$ cat src/rtl/if_fetch_queue.sv
// Instruction fetch stage: owns the PC, issues word reads to a synchronous ROM,
// and buffers returned instructions in a small FIFO towards decode.
module if_fetch_queue #(
  parameter int unsigned ADDR_W  = 13,
  parameter int unsigned DEPTH   = 4,
  parameter logic [31:0] RST_VEC = 32'h0000_0000
) (
  input  logic                       clk,
  input  logic                       rst_flag,
  input  logic                       int_flag,
  input  logic [31:0]                int_addr,
  input  logic                       redir_flag,
  input  logic [31:0]                redir_addr,
  output logic [ADDR_W-1:0]          rom_addr,
  output logic                       rom_rd,
  input  logic [31:0]                rom_data,
  output logic                       inst_valid,
  input  logic                       inst_ready,
  output logic [31:0]                inst,
  output logic [31:0]                inst_pc,
  output logic [$clog2(DEPTH):0]     q_count
);

  localparam int unsigned PTR_W = $clog2(DEPTH);
  localparam int unsigned CNT_W = PTR_W + 1;
  localparam int unsigned OCC_W = CNT_W + 1;

  logic [31:0]      fetch_pc;
  logic [31:0]      rd_pc;
  logic [31:0]      ret_pc;
  logic             ret_live;
  logic [PTR_W-1:0] head;
  logic [PTR_W-1:0] tail;
  logic [31:0]      mem_inst [DEPTH];
  logic [31:0]      mem_pc   [DEPTH];

  logic             flush;
  logic [31:0]      target;
  logic             push;
  logic             pop;
  logic [OCC_W-1:0] occ;
  logic             issue;

  // Issue decision: slots claimed after this edge must stay within DEPTH
  always_comb begin
    flush  = int_flag || redir_flag;
    target = int_flag ? int_addr : redir_addr;
    push   = ret_live;
    pop    = inst_valid && inst_ready;
    occ    = OCC_W'(q_count) + OCC_W'(rom_rd) + OCC_W'(push) - OCC_W'(pop);
    issue  = !flush && (occ < OCC_W'(DEPTH));
  end

  assign inst_valid = (q_count != '0);
  assign inst       = mem_inst[head];
  assign inst_pc    = mem_pc[head];

  // rom_rd/rd_pc track the read the ROM is sampling; ret_* tracks the data on rom_data
  always_ff @(posedge clk) begin
    if (!rst_flag) begin
      fetch_pc <= RST_VEC;
      rom_rd   <= 1'b0;
      rom_addr <= '0;
      rd_pc    <= '0;
      ret_pc   <= '0;
      ret_live <= 1'b0;
      head     <= '0;
      tail     <= '0;
      q_count  <= '0;
    end else begin
      ret_live <= rom_rd && !flush;
      ret_pc   <= rd_pc;
      rom_rd   <= issue;
      if (flush) begin
        fetch_pc <= target & ~32'h3;
        head     <= '0;
        tail     <= '0;
        q_count  <= '0;
      end else begin
        if (issue) begin
          rom_addr <= fetch_pc[ADDR_W+1:2];
          rd_pc    <= fetch_pc;
          fetch_pc <= fetch_pc + 32'd4;
        end
        if (push) tail <= tail + PTR_W'(1);
        if (pop)  head <= head + PTR_W'(1);
        q_count <= q_count + CNT_W'(push) - CNT_W'(pop);
      end
    end
  end

  // Queue payload storage; needs no reset since q_count gates visibility
  always_ff @(posedge clk) begin
    if (rst_flag && !flush && push) begin
      mem_inst[tail] <= rom_data;
      mem_pc[tail]   <= ret_pc;
    end
  end

endmodule

$ cat config.mk
export PLATFORM = sky130hd
export DESIGN_NAME = if_fetch_queue
export DESIGN_NICKNAME = d
export VERILOG_FILES = /design/src/rtl/if_fetch_queue.sv
export SDC_FILE = /design/constraint.sdc
export NUM_CORES = 1
export LEC_CHECK = 0
export ABC_AREA = 1
export CAP_MARGIN = 25
export CORE_UTILIZATION = 55
export CTS_BUF_LIST = sky130_fd_sc_hd__clkbuf_16
export CTS_CLUSTER_DIAMETER = 60
export DETAILED_ROUTE_END_ITERATION = 10
export PLACE_DENSITY = 0.82
export SYNTH_ARGS = -nofsm -noshare
export SYNTH_HDL_FRONTEND = slang
export SYNTH_SLANG_ARGS = --single-unit
$ cat constraint.sdc
create_clock -name clk -period 9.3 [get_ports clk]
set_clock_uncertainty 0.05 [all_clocks]
set_input_delay 1.86 -clock clk [delete_from_list [all_inputs] [get_ports clk]]
set_output_delay 1.86 -clock clk [all_outputs]
set_load 0.01 [all_outputs]
==> results of run 1 <==
==> worst max-delay path, stage by stage, from the launching register on <==
cell and delay [ns]:
dfxtp_4 0.51, clkinv_2 0.28, buf_4 0.80, o21ai_0 0.18, o22ai_1 0.29, clkdlybuf4s50_1 0.61
==> state kept, by name, indices dropped and copies added, names as in the netlist, named ones only <==
signal and cells:
mem_inst 128, mem_pc 120, fetch_pc 30, ret_pc 30
rd_pc 18, rom_addr 12, q_count 3, head 2
tail 2, push 1, rom_rd 1
==> per-layer routing <==
metal	vias to the layer above	global-route usage
met1	4695	0.282
met5	-	0
met4	0	0.0581
met2	361	0.383
li1	5085	-
met3	50	0.0320
==> where the power goes <==
part	switching, mW	internal [mW]	total (mW)
logic	0.0745	0.0724	0.147
clock network	0.524	0.632	1.16
registers	0.0262	1.69	1.71
total	0.625	2.39	3.02
==> stage by stage <==
stage / util / cells / hold WS, ns / instance area (um^2) / setup WS, ns
2_1_floorplan: - / 1440 / 0.355 / 14400 / 3.71
3_3_place_gp: 0.640 / 1871 / 0.364 / 16300 / 4.35
3_5_place_dp: 0.640 / 1871 / 0.367 / 16300 / 4.28
4_1_cts: 0.677 / 1928 / 0.384 / 17200 / 3.98
5_1_grt: 0.677 / 1928 / 0.408 / 17200 / 3.87
6_report: 0.677 / 1928 / 0.383 / 17200 / 4.11
==> cell families (layout without fill, tap and decap cells) <==
group / count (synthesis) / after routing / synth area share
buf+inv: 215 / 373 / 0.0624
fa+ha+maj: 12 / 12 / 0.0110
simple gates: 579 / 579 / 0.160
flops: 349 / 349 / 0.659
xor+xnor: 1 / 1 / 0.000610
compound gates: 282 / 282 / 0.107
other cells: 1 / 2 / 0.000261
==> Yosys cell counts (2+ instances only) <==
library cell and count:
nor2_1 284, edfxtp_1 248, nand2_1 233, o21ai_0 170, inv_1 126, dfxtp_1 101
o22ai_1 66, clkbuf_1 52, nand3_1 41, o21ai_1 20, buf_4 16, a21oi_1 14
buf_2 11, ha_1 11, o21ai_2 10, nor2_2 7, nand2_2 6, buf_1 4
nand3b_1 3, and2_1 2, buf_6 2, inv_2 2
==> cell type report <==
| type | count | area share |
|---|---|---|
| tap | 330 | 0.0240 |
| timing repair buffer | 187 | 0.107 |
| sequential | 349 | 0.551 |
| inverter | 129 | 0.0283 |
| clock buffer | 31 | 0.0451 |
| multi-input combinational | 876 | 0.235 |
| clock inverter | 26 | 0.00896 |
==> path summary, 6_finish.rpt <==
path / cells after the start / from / endpoint / slack [ns]
max reg2reg: 18 / q_count[1]$_SDFF_PP0_ / rd_pc[22]$_SDFFE_PN0P_ / 6.17
min: 2 / rd_pc[23]$_SDFFE_PN0P_ / ret_pc[23]$_SDFF_PN0_ / 0.38
max: 5 / register / inst_pc[20] / 4.11
min reg2reg: 2 / rd_pc[23]$_SDFFE_PN0P_ / ret_pc[23]$_SDFF_PN0_ / 0.38
==> layout by cell type, fill, tap and decap left out, types with 2 or more instances in the layout <==
master / n
nor2_2: 6
conb_1: 2
inv_2: 2
o21ai_2: 10
nor2_4: 6
nand2_1: 233
o21ai_0: 170
nand3b_1: 3
nor2_1: 280
clkdlybuf4s50_1: 175
edfxtp_1: 248
dfxtp_1: 99
clkinv_2: 6
o21ai_1: 20
o22ai_1: 66
inv_1: 131
clkbuf_16: 31
nand3_1: 41
clkinv_1: 10
clkinv_4: 4
ha_1: 11
nand2_2: 6
and2_1: 2
buf_4: 11
a21oi_1: 14
==> results_tabular.tex, run 1 <==
\begin{tabular}{lr}
\hline
Metric & Value \\
\hline
\multicolumn{2}{l}{\textbf{Run status}} \\
Status & complete, no violations \\
\multicolumn{2}{l}{\textbf{Global routing}} \\
Maximum number of pins on one net before global-route repair & 107 \\
Total routing resource utilization after global routing & 0.218 \\
Overall overflow remaining after global route & 0 \\
Vias in the first global route & $\sim$9.4k \\
Initial antenna violation count & 0 \\
First-pass GRT wire length & about 46000 um \\
\multicolumn{2}{l}{\textbf{Placed design}} \\
Final RePlAce weighted congestion & roughly 0.87 \\
Number of buffer cells added on primary ports & between 150 and 200 \\
Dpl hpwl & roughly 18000 um \\
\multicolumn{2}{l}{\textbf{Yosys}} \\
Area fraction of the dominant cell type after synthesis & 0.518 \\
Sequential element share of the synthesized area & 0.659 \\
Number of synthesized register bits & $\sim$350 \\
Top cells by area, synth & edfxtp\_1 (52\%), dfxtp\_1 (14\%), nor2\_1 (7.4\%), nand2\_1 (6.1\%), o21ai\_0 (5.9\%) \\
Number of synthesis warnings & 0 \\
Largest area contributor in the netlist & edfxtp\_1 \\
Asr flop ratio synth & 0 \\
Post-Synthesis Mean Instance Area & $\sim$10 um\^{}2 \\
Number of instances in the synthesized netlist & $\sim$1.4k \\
Number of enable flip-flop cells after synthesis & between 200 and 250 \\
Combined area of all synthesized cells & 14400 um\^{}2 \\
Netlist cell types & 32 \\
Main synth FF type & edfxtp\_1 \\
\multicolumn{2}{l}{\textbf{Job}} \\
Count of max-cap constraint violations & 0 \\
\multicolumn{2}{l}{\textbf{Critical path}} \\
Setup CP Type & reg -> out \\
Crit path max fanout & roughly 110 \\
Critical Path Source Type & register \\
CP Data Required Time & 7.39 ns \\
Kind of end point of the critical path & output pin \\
Data arrival at the endpoint of the critical path & between 3 and 4 ns \\
\multicolumn{2}{l}{\textbf{Clock tree}} \\
Maximum buffer depth of the clock tree & 3 \\
Number of buffers inserted to repair setup after CTS & 0 \\
Post-cts gate resize count & 0 \\
CTS tree & done \\
Number of clock buffers inserted by TritonCTS & 31 \\
CTS sink count & roughly 350 \\
CTS root buffer & clkbuf\_16 \\
Clock latency at the later pin of the worst-skew pair & $\sim$0.55 ns \\
H-tree levels & 1 \\
CTS hold repair buffers & 0 \\
Clock input transition at the sequential cells of the worst setup and hold paths & approximately 0.06 ns \\
\multicolumn{2}{l}{\textbf{Finish}} \\
Area Growth Syn to Fin & 19.6\% \\
Share of cells above drive strength 1 & 0.0551 \\
Number of inserted diodes & 0 \\
Register Area & $\sim$9500 um\^{}2 \\
Area of combinational cells with multiple inputs & between 4000 and 5000 um\^{}2 \\
Fill count & $\sim$1.9k \\
Post-layout nets & about 1.7k \\
\multicolumn{2}{l}{\textbf{STA}} \\
Transition time at the pin with the least slew margin & around 1.0 ns \\
Maximum achievable frequency & 193 MHz \\
Hold Fails Final Rpt & 0 \\
Final Critical Period & 5.19 ns \\
Sum Neg Setup Slack & 0 ns \\
Final critical-path share of the clock period & 0.559 \\
Final number of setup-violating endpoints & 0 \\
Max Transition Viols Final & 0 \\
Unrepaired setup endpoints after global routing & false \\
Tightest slew margin relative to the limit & 0.320 \\
\multicolumn{2}{l}{\textbf{Routing}} \\
DRC violation total after the first TritonRoute iteration & 903 \\
WL final & between 20000 and 30000 um \\
Routed wire length on met2 & 14400 um \\
Vias after detailed routing & 10.2k \\
Initial DRT Pass Iterations & 8 \\
Met1 layer wirelength in the final routing & 12300 um \\
Routed length on met3 & between 2000 and 2500 um \\
Remaining routing DRC violations & 0 \\
Per-cell routed wire length & approximately 15 um \\
Post-DR vias/cell & around 5.3 \\
Highest metal layer with signal wires & met4 \\
Post-route antenna net violation count & 0 \\
\multicolumn{2}{l}{\textbf{Pwr}} \\
Cell Pwr Density & 176 nW/um\^{}2 \\
Post-route total power & around 3.0 mW \\
Maximum vdd ir drop & 0.158 mV \\
Leak & 6.84 nW \\
\multicolumn{2}{l}{\textbf{Die}} \\
Area inside the core boundary & roughly 25000 um\^{}2 \\
Horizontal die dimension & approximately 160 um \\
Number of cell rows & 58 \\
Vertical die dimension & 164 um \\
Initial core utilization & 0.566 \\
Floorplan die area & 26800 um\^{}2 \\
Number of primary I/O pins & between 150 and 200 \\
\multicolumn{2}{l}{\textbf{Worst hold path}} \\
Kind of path behind the tightest hold check & reg -> reg \\
\hline
\end{tabular}
(Power assumes the default switching activity.)
==> run 2, diff against run 1 <==
clock period = 5 ns   (was 9.3 ns; I/O delays follow)
==> run 2 against run 1 <==
  * Total power is 96% higher
  * Combinational power is 87% higher
  * Clock power is 110% higher
  * Final cell count is 0.36% higher
  * Critical path depth stayed put
  * Utilization is 0.88 points higher
  * Sequential share of layout area is 0.71 points lower
  * Non-clock buffer count is 4 higher
  * Final area is 1.3% higher
  * Critical path type unchanged
  * Highest routed layer unchanged
==> results_tabular.tex, run 2 (synthesis gave the netlist of run 1 again) <==
\begin{tabular}{lr}
\hline
Metric & Value \\
\hline
\multicolumn{2}{l}{\textbf{Placed design}} \\
Number of buffer cells added on primary ports & between 150 and 200 \\
Final RePlAce weighted congestion & roughly 0.87 \\
Dpl hpwl & 18400 um \\
Number of cells after detailed placement & roughly 1.9k \\
\multicolumn{2}{l}{\textbf{STA}} \\
Hold Fails Final Rpt & 0 \\
Final number of setup-violating endpoints & 0 \\
Tightest slew margin relative to the limit & 0.338 \\
Transition time at the pin with the least slew margin & between 0.9 and 1 ns \\
Maximum achievable frequency & $\sim$240 MHz \\
Max Transition Viols Final & 0 \\
Sum Neg Setup Slack & 0 ns \\
Unrepaired setup endpoints after global routing & false \\
Final critical-path share of the clock period & 0.817 \\
Final Critical Period & around 4.1 ns \\
\multicolumn{2}{l}{\textbf{Critical path}} \\
Setup CP Type & reg -> out \\
CP Data Required Time & 3.95 ns \\
Critical Path Source Type & register \\
Kind of end point of the critical path & output pin \\
Crit path max fanout & 74 \\
Data arrival at the endpoint of the critical path & approximately 3 ns \\
\multicolumn{2}{l}{\textbf{Pwr}} \\
Pint & between 4 and 5 mW \\
Proportion of total power due to net switching & 0.207 \\
Net switching power figure & roughly 1.2 mW \\
Relative contribution of combinational cells to total power & 0.047 \\
Clock power frac & 0.413 \\
Maximum vdd ir drop & between 0.2 and 0.3 mV \\
Leak & 6.94 nW \\
Cell Pwr Density & roughly 340 nW/um\^{}2 \\
Fraction of power consumed by sequential logic & 0.540 \\
\multicolumn{2}{l}{\textbf{Clock tree}} \\
CTS hold repair buffers & 0 \\
Clock input transition at the sequential cells of the worst setup and hold paths & about 0.060 ns \\
Number of clock buffers inserted by TritonCTS & 34 \\
H-tree levels & 2 \\
Number of buffers inserted to repair setup after CTS & 0 \\
CTS tree & done \\
Maximum buffer depth of the clock tree & 3 \\
CTS root buffer & clkbuf\_16 \\
Clock latency at the later pin of the worst-skew pair & 0.51 ns \\
Post-cts gate resize count & 0 \\
CTS sink count & between 300 and 400 \\
\multicolumn{2}{l}{\textbf{Finish}} \\
Share of cells above drive strength 1 & 0.0611 \\
Post-layout nets & roughly 1.7k \\
Register with the highest flop count & mem\_inst \\
Number of inserted diodes & 0 \\
Area Growth Syn to Fin & 21.1\% \\
Most common cell after layout, fill and taps aside & nor2\_1 \\
Commonest cells after routing, fill and taps aside & nor2\_1 (280), edfxtp\_1 (248), nand2\_1 (233), clkdlybuf4s50\_1 (175), o21ai\_0 (170) \\
Regs by FF count & mem\_inst: 128 flops, mem\_pc: 120 flops \\
Number of cells in the finished layout apart from fillers & approximately 1.9k \\
Number of flip-flops in the largest register & approximately 130 \\
\multicolumn{2}{l}{\textbf{Routing}} \\
Remaining routing DRC violations & 0 \\
Initial DRT Pass Iterations & 5 \\
Per-cell routed wire length & $\sim$16 um \\
Vias after detailed routing & 10.3k \\
WL final & between 30000 and 40000 um \\
Post-route antenna net violation count & 0 \\
Post-DR vias/cell & 5.32 \\
DRC violation total after the first TritonRoute iteration & between 800 and 900 \\
\multicolumn{2}{l}{\textbf{Die}} \\
Horizontal die dimension & around 160 um \\
Vertical die dimension & between 150 and 200 um \\
Number of cell rows & 58 \\
Area inside the core boundary & between 20000 and 30000 um\^{}2 \\
Number of primary I/O pins & 183 \\
Initial core utilization & 0.566 \\
Floorplan die area & 26800 um\^{}2 \\
\multicolumn{2}{l}{\textbf{Run status}} \\
Status & complete, no violations \\
\multicolumn{2}{l}{\textbf{Global routing}} \\
Vias in the first global route & between 9k and 10k \\
Maximum number of pins on one net before global-route repair & 75 \\
First-pass GRT wire length & between 40000 and 50000 um \\
Initial antenna violation count & 0 \\
Overall overflow remaining after global route & 0 \\
Total routing resource utilization after global routing & 0.230 \\
\multicolumn{2}{l}{\textbf{Job}} \\
Count of max-cap constraint violations & 0 \\
\multicolumn{2}{l}{\textbf{Worst hold path}} \\
Kind of path behind the tightest hold check & reg -> reg \\
\hline
\end{tabular}
==> run 2: cell types whose count changed in the layout (fill, tap and decap cells not counted) <==
cell	before	now
buf_12	0	4
bufinv_16	1	2
clkinv_1	10	7
clkbuf_16	31	36
inv_6	0	1
clkinv_4	4	2
clkinvlp_4	1	2
==> run 2: cell type report <==
type	count	area [um^2]
clock buffers	36	901
clock inverters	24	171
fillers	1836	7990
inverters	129	485
multi-input cells	876	4040
flip-flops and latches	349	9470
well taps	330	413
repair buffers	191	1920
==> run 2: metal layers <==
layer	vias up	global-route usage	share of wire
met4	0	0.0598	0.013
li1	5099	-	-
met2	332	0.415	0.50
met5	-	0	0
met3	36	0.0409	0.065
met1	4818	0.284	0.42
==> run 2: worst max-delay path, stage by stage (launching register included) <==
cell and delay, ns:
dfxtp_4 0.35, buf_4 0.43, buf_4 0.66, o21ai_0 0.22, o22ai_1 0.24, clkdlybuf4s50_1 0.62
==> run 2: worst paths after layout <==
kind	from	to	slack, ns	cells past startpoint
worst max register to register	q_count[1]$_SDFF_PP0_	rd_pc[26]$_SDFFE_PN0P_	1.83	18
worst min register to register	rd_pc[27]$_SDFFE_PN0P_	ret_pc[27]$_SDFF_PN0_	0.38	2
worst max-delay path	register	inst_pc[12]	0.91	5
worst min-delay path	rd_pc[27]$_SDFFE_PN0P_	ret_pc[27]$_SDFF_PN0_	0.38	2
==> run 2: stage by stage <==
step | area [um^2] | hold slack [ns] | worst slack, ns | power [mW] | util
after CTS | 17400 | 0.385 | 0.893 | 5.93 | 0.685
final | 17400 | 0.384 | 0.913 | 5.90 | 0.685
after detailed placement | 16300 | 0.369 | 1.01 | 3.52 | 0.643
after global placement | 16300 | 0.363 | 1.11 | 3.51 | 0.643
after floorplan | 14400 | 0.355 | 0.269 | 3.39 | -
after global routing | 17400 | 0.413 | 0.723 | 6.09 | 0.685
==> run 2: power by group through the flow <==
stage | registers, mW | logic (mW) | clock network (mW)
final | 3.19 | 0.275 | 2.44
after global routing | 3.19 | 0.312 | 2.59
after CTS | 3.19 | 0.275 | 2.47
after detailed placement | 3.25 | 0.272 | 0
after global placement | 3.25 | 0.265 | 0
after floorplan | 3.23 | 0.155 | 0
==> run 3, diff against run 2 <==
clock period = 3.8 ns   (was 5 ns; I/O delays follow)
==> run 3 against run 2 <==
  * Global-route usage up 1.3 points
  * Worst setup slack lost 0.63 ns
  * Critical path depth unchanged
  * Wire length up 5.9%
  * Via count increased by 1.8%
  * Final cell count rose by 0.41%
  * Non-clock buffer count up 7
  * Hold slack lost 0.0070 ns
  * Final area is 0.11% higher
  * Die area stayed put
  * Sequential cell count is the same
==> results_tabular.tex, run 3 (synthesis gave the netlist of run 1 again) <==
\begin{tabular}{lr}
\hline
Metric & Value \\
\hline
\multicolumn{2}{l}{\textbf{Run status}} \\
Status & complete, no violations \\
\multicolumn{2}{l}{\textbf{Critical path}} \\
CP Data Required Time & approximately 3.0 ns \\
Critical Path Source Type & register \\
Kind of end point of the critical path & output pin \\
Crit path max fanout & 56 \\
Setup CP Type & reg -> out \\
Data arrival at the endpoint of the critical path & about 2.7 ns \\
\multicolumn{2}{l}{\textbf{Routing}} \\
Post-route antenna net violation count & 0 \\
Per-cell routed wire length & about 17 um \\
Remaining routing DRC violations & 0 \\
DRC violation total after the first TritonRoute iteration & between 900 and 1k \\
Initial DRT Pass Iterations & 5 \\
Post-DR vias/cell & between 5 and 6 \\
WL final & 32200 um \\
Vias after detailed routing & around 10k \\
\multicolumn{2}{l}{\textbf{Die}} \\
Area inside the core boundary & 25400 um\^{}2 \\
Number of primary I/O pins & between 150 and 200 \\
Floorplan die area & 26800 um\^{}2 \\
Number of cell rows & 58 \\
Horizontal die dimension & 164 um \\
Initial core utilization & 0.566 \\
Vertical die dimension & about 160 um \\
\multicolumn{2}{l}{\textbf{STA}} \\
Hold Fails Final Rpt & 0 \\
Sum Neg Setup Slack & 0 ns \\
Final Critical Period & about 3.5 ns \\
Unrepaired setup endpoints after global routing & false \\
Final critical-path share of the clock period & 0.924 \\
Max Transition Viols Final & 0 \\
Final number of setup-violating endpoints & 0 \\
Maximum achievable frequency & between 200 and 300 MHz \\
Tightest slew margin relative to the limit & 0.496 \\
Transition time at the pin with the least slew margin & between 0.7 and 0.8 ns \\
\multicolumn{2}{l}{\textbf{Clock tree}} \\
CTS tree & done \\
Clock latency at the later pin of the worst-skew pair & 0.51 ns \\
H-tree levels & 2 \\
Number of clock buffers inserted by TritonCTS & 34 \\
CTS sink count & around 350 \\
CTS hold repair buffers & 0 \\
Number of buffers inserted to repair setup after CTS & 0 \\
Post-cts gate resize count & 0 \\
CTS root buffer & clkbuf\_16 \\
Maximum buffer depth of the clock tree & 3 \\
Clock input transition at the sequential cells of the worst setup and hold paths & around 0.07 ns \\
\multicolumn{2}{l}{\textbf{Global routing}} \\
Vias in the first global route & about 10k \\
Total routing resource utilization after global routing & 0.243 \\
First-pass GRT wire length & 50600 um \\
Overall overflow remaining after global route & 0 \\
Initial antenna violation count & 0 \\
Maximum number of pins on one net before global-route repair & 69 \\
\multicolumn{2}{l}{\textbf{Finish}} \\
Fill count & 1841 \\
Util after Layout & 0.686 \\
Most common cell after layout, fill and taps aside & nor2\_1 \\
Number of inserted diodes & 0 \\
Area Growth Syn to Fin & 21.3\% \\
Commonest cells after routing, fill and taps aside & nor2\_1 (280), edfxtp\_1 (248), nand2\_1 (233), clkdlybuf4s50\_1 (175), o21ai\_0 (170) \\
Number of flip-flops in the largest register & between 100 and 150 \\
Share of cells above drive strength 1 & 0.0632 \\
Post-layout nets & about 1.7k \\
Register with the highest flop count & mem\_inst \\
Regs by FF count & mem\_inst: 128 flops, mem\_pc: 120 flops \\
\multicolumn{2}{l}{\textbf{Pwr}} \\
Maximum vdd ir drop & roughly 0.36 mV \\
Cell Pwr Density & $\sim$440 nW/um\^{}2 \\
Post-route total power & between 7 and 8 mW \\
Leak & 6.96 nW \\
\multicolumn{2}{l}{\textbf{Worst hold path}} \\
Kind of path behind the tightest hold check & reg -> reg \\
\multicolumn{2}{l}{\textbf{Placed design}} \\
Final RePlAce weighted congestion & 0.871 \\
Number of buffer cells added on primary ports & between 150 and 200 \\
Dpl hpwl & slightly below 20000 um \\
\multicolumn{2}{l}{\textbf{Job}} \\
Count of max-cap constraint violations & 0 \\
\hline
\end{tabular}
==> run 3: cell count changes in the layout (fill, tap and decap cells not counted), sizes merged <==
cell,delta
clkbuf,-1
buf,+7
clkinv,+2
bufinv,-1
inv,+1
==> run 3: path summary, 6_finish.rpt <==
check,start,endpoint,slack [ns],cells past startpoint
worst max-delay path,register,inst[18],0.29,5
worst min-delay path,rd_pc[30]$_SDFFE_PN0P_,ret_pc[30]$_SDFF_PN0_,0.38,2
worst max register to register,q_count[1]$_SDFF_PP0_,rd_pc[31]$_SDFFE_PN0P_,0.88,17
worst min register to register,rd_pc[30]$_SDFFE_PN0P_,ret_pc[30]$_SDFF_PN0_,0.38,2
==> run 3: critical path, stage by stage, from the launching register on <==
cell and delay, ns:
dfxtp_4 0.68, clkinv_2 0.17, buf_4 0.34, o21ai_0 0.32, o22ai_1 0.14, clkdlybuf4s50_1 0.50
==> run 3: metrics by stage <==
stage / hold WS, ns / instances / worst slack (ns) / instance area, um^2
after floorplan: 0.355 / 1440 / -0.691 / 14400
after global placement: 0.363 / 1882 / 0.354 / 16400
after detailed placement: 0.364 / 1882 / 0.253 / 16400
after CTS: 0.380 / 1943 / 0.309 / 17400
after global routing: 0.398 / 1943 / 0.197 / 17400
final: 0.377 / 1943 / 0.287 / 17400
==> run 3: area by class of cell <==
| type | instances | area [um^2] | share of cell area |
|---|---|---|---|
| clock inverter | 26 | 151 | 0.00869 |
| clock buffer | 35 | 876 | 0.0503 |
| sequential | 349 | 9470 | 0.544 |
| timing repair buffer | 198 | 1980 | 0.114 |
| tap | 330 | 413 | 0.0237 |
| inverter | 129 | 485 | 0.0279 |
| multi-input combinational | 876 | 4040 | 0.232 |
==> run 3: power by group <==
part / total, mW / leakage [nW] / switching, mW / internal, mW
registers: 4.20 / 3.18 / 0.0666 / 4.13
logic: 0.364 / 3.26 / 0.185 / 0.179
clock network: 3.12 / 0.526 / 1.38 / 1.74
total: 7.68 / 6.96 / 1.63 / 6.05
==> run 3: per-layer routing <==
| layer | up-vias | track usage | part of all wire |
|---|---|---|---|
| li1 | 5124 | - | - |
| met5 | - | 0 | 0 |
| met4 | 0 | 0.0846 | 0.023 |
| met2 | 422 | 0.428 | 0.50 |
| met3 | 59 | 0.0394 | 0.073 |
| met1 | 4868 | 0.301 | 0.40 |
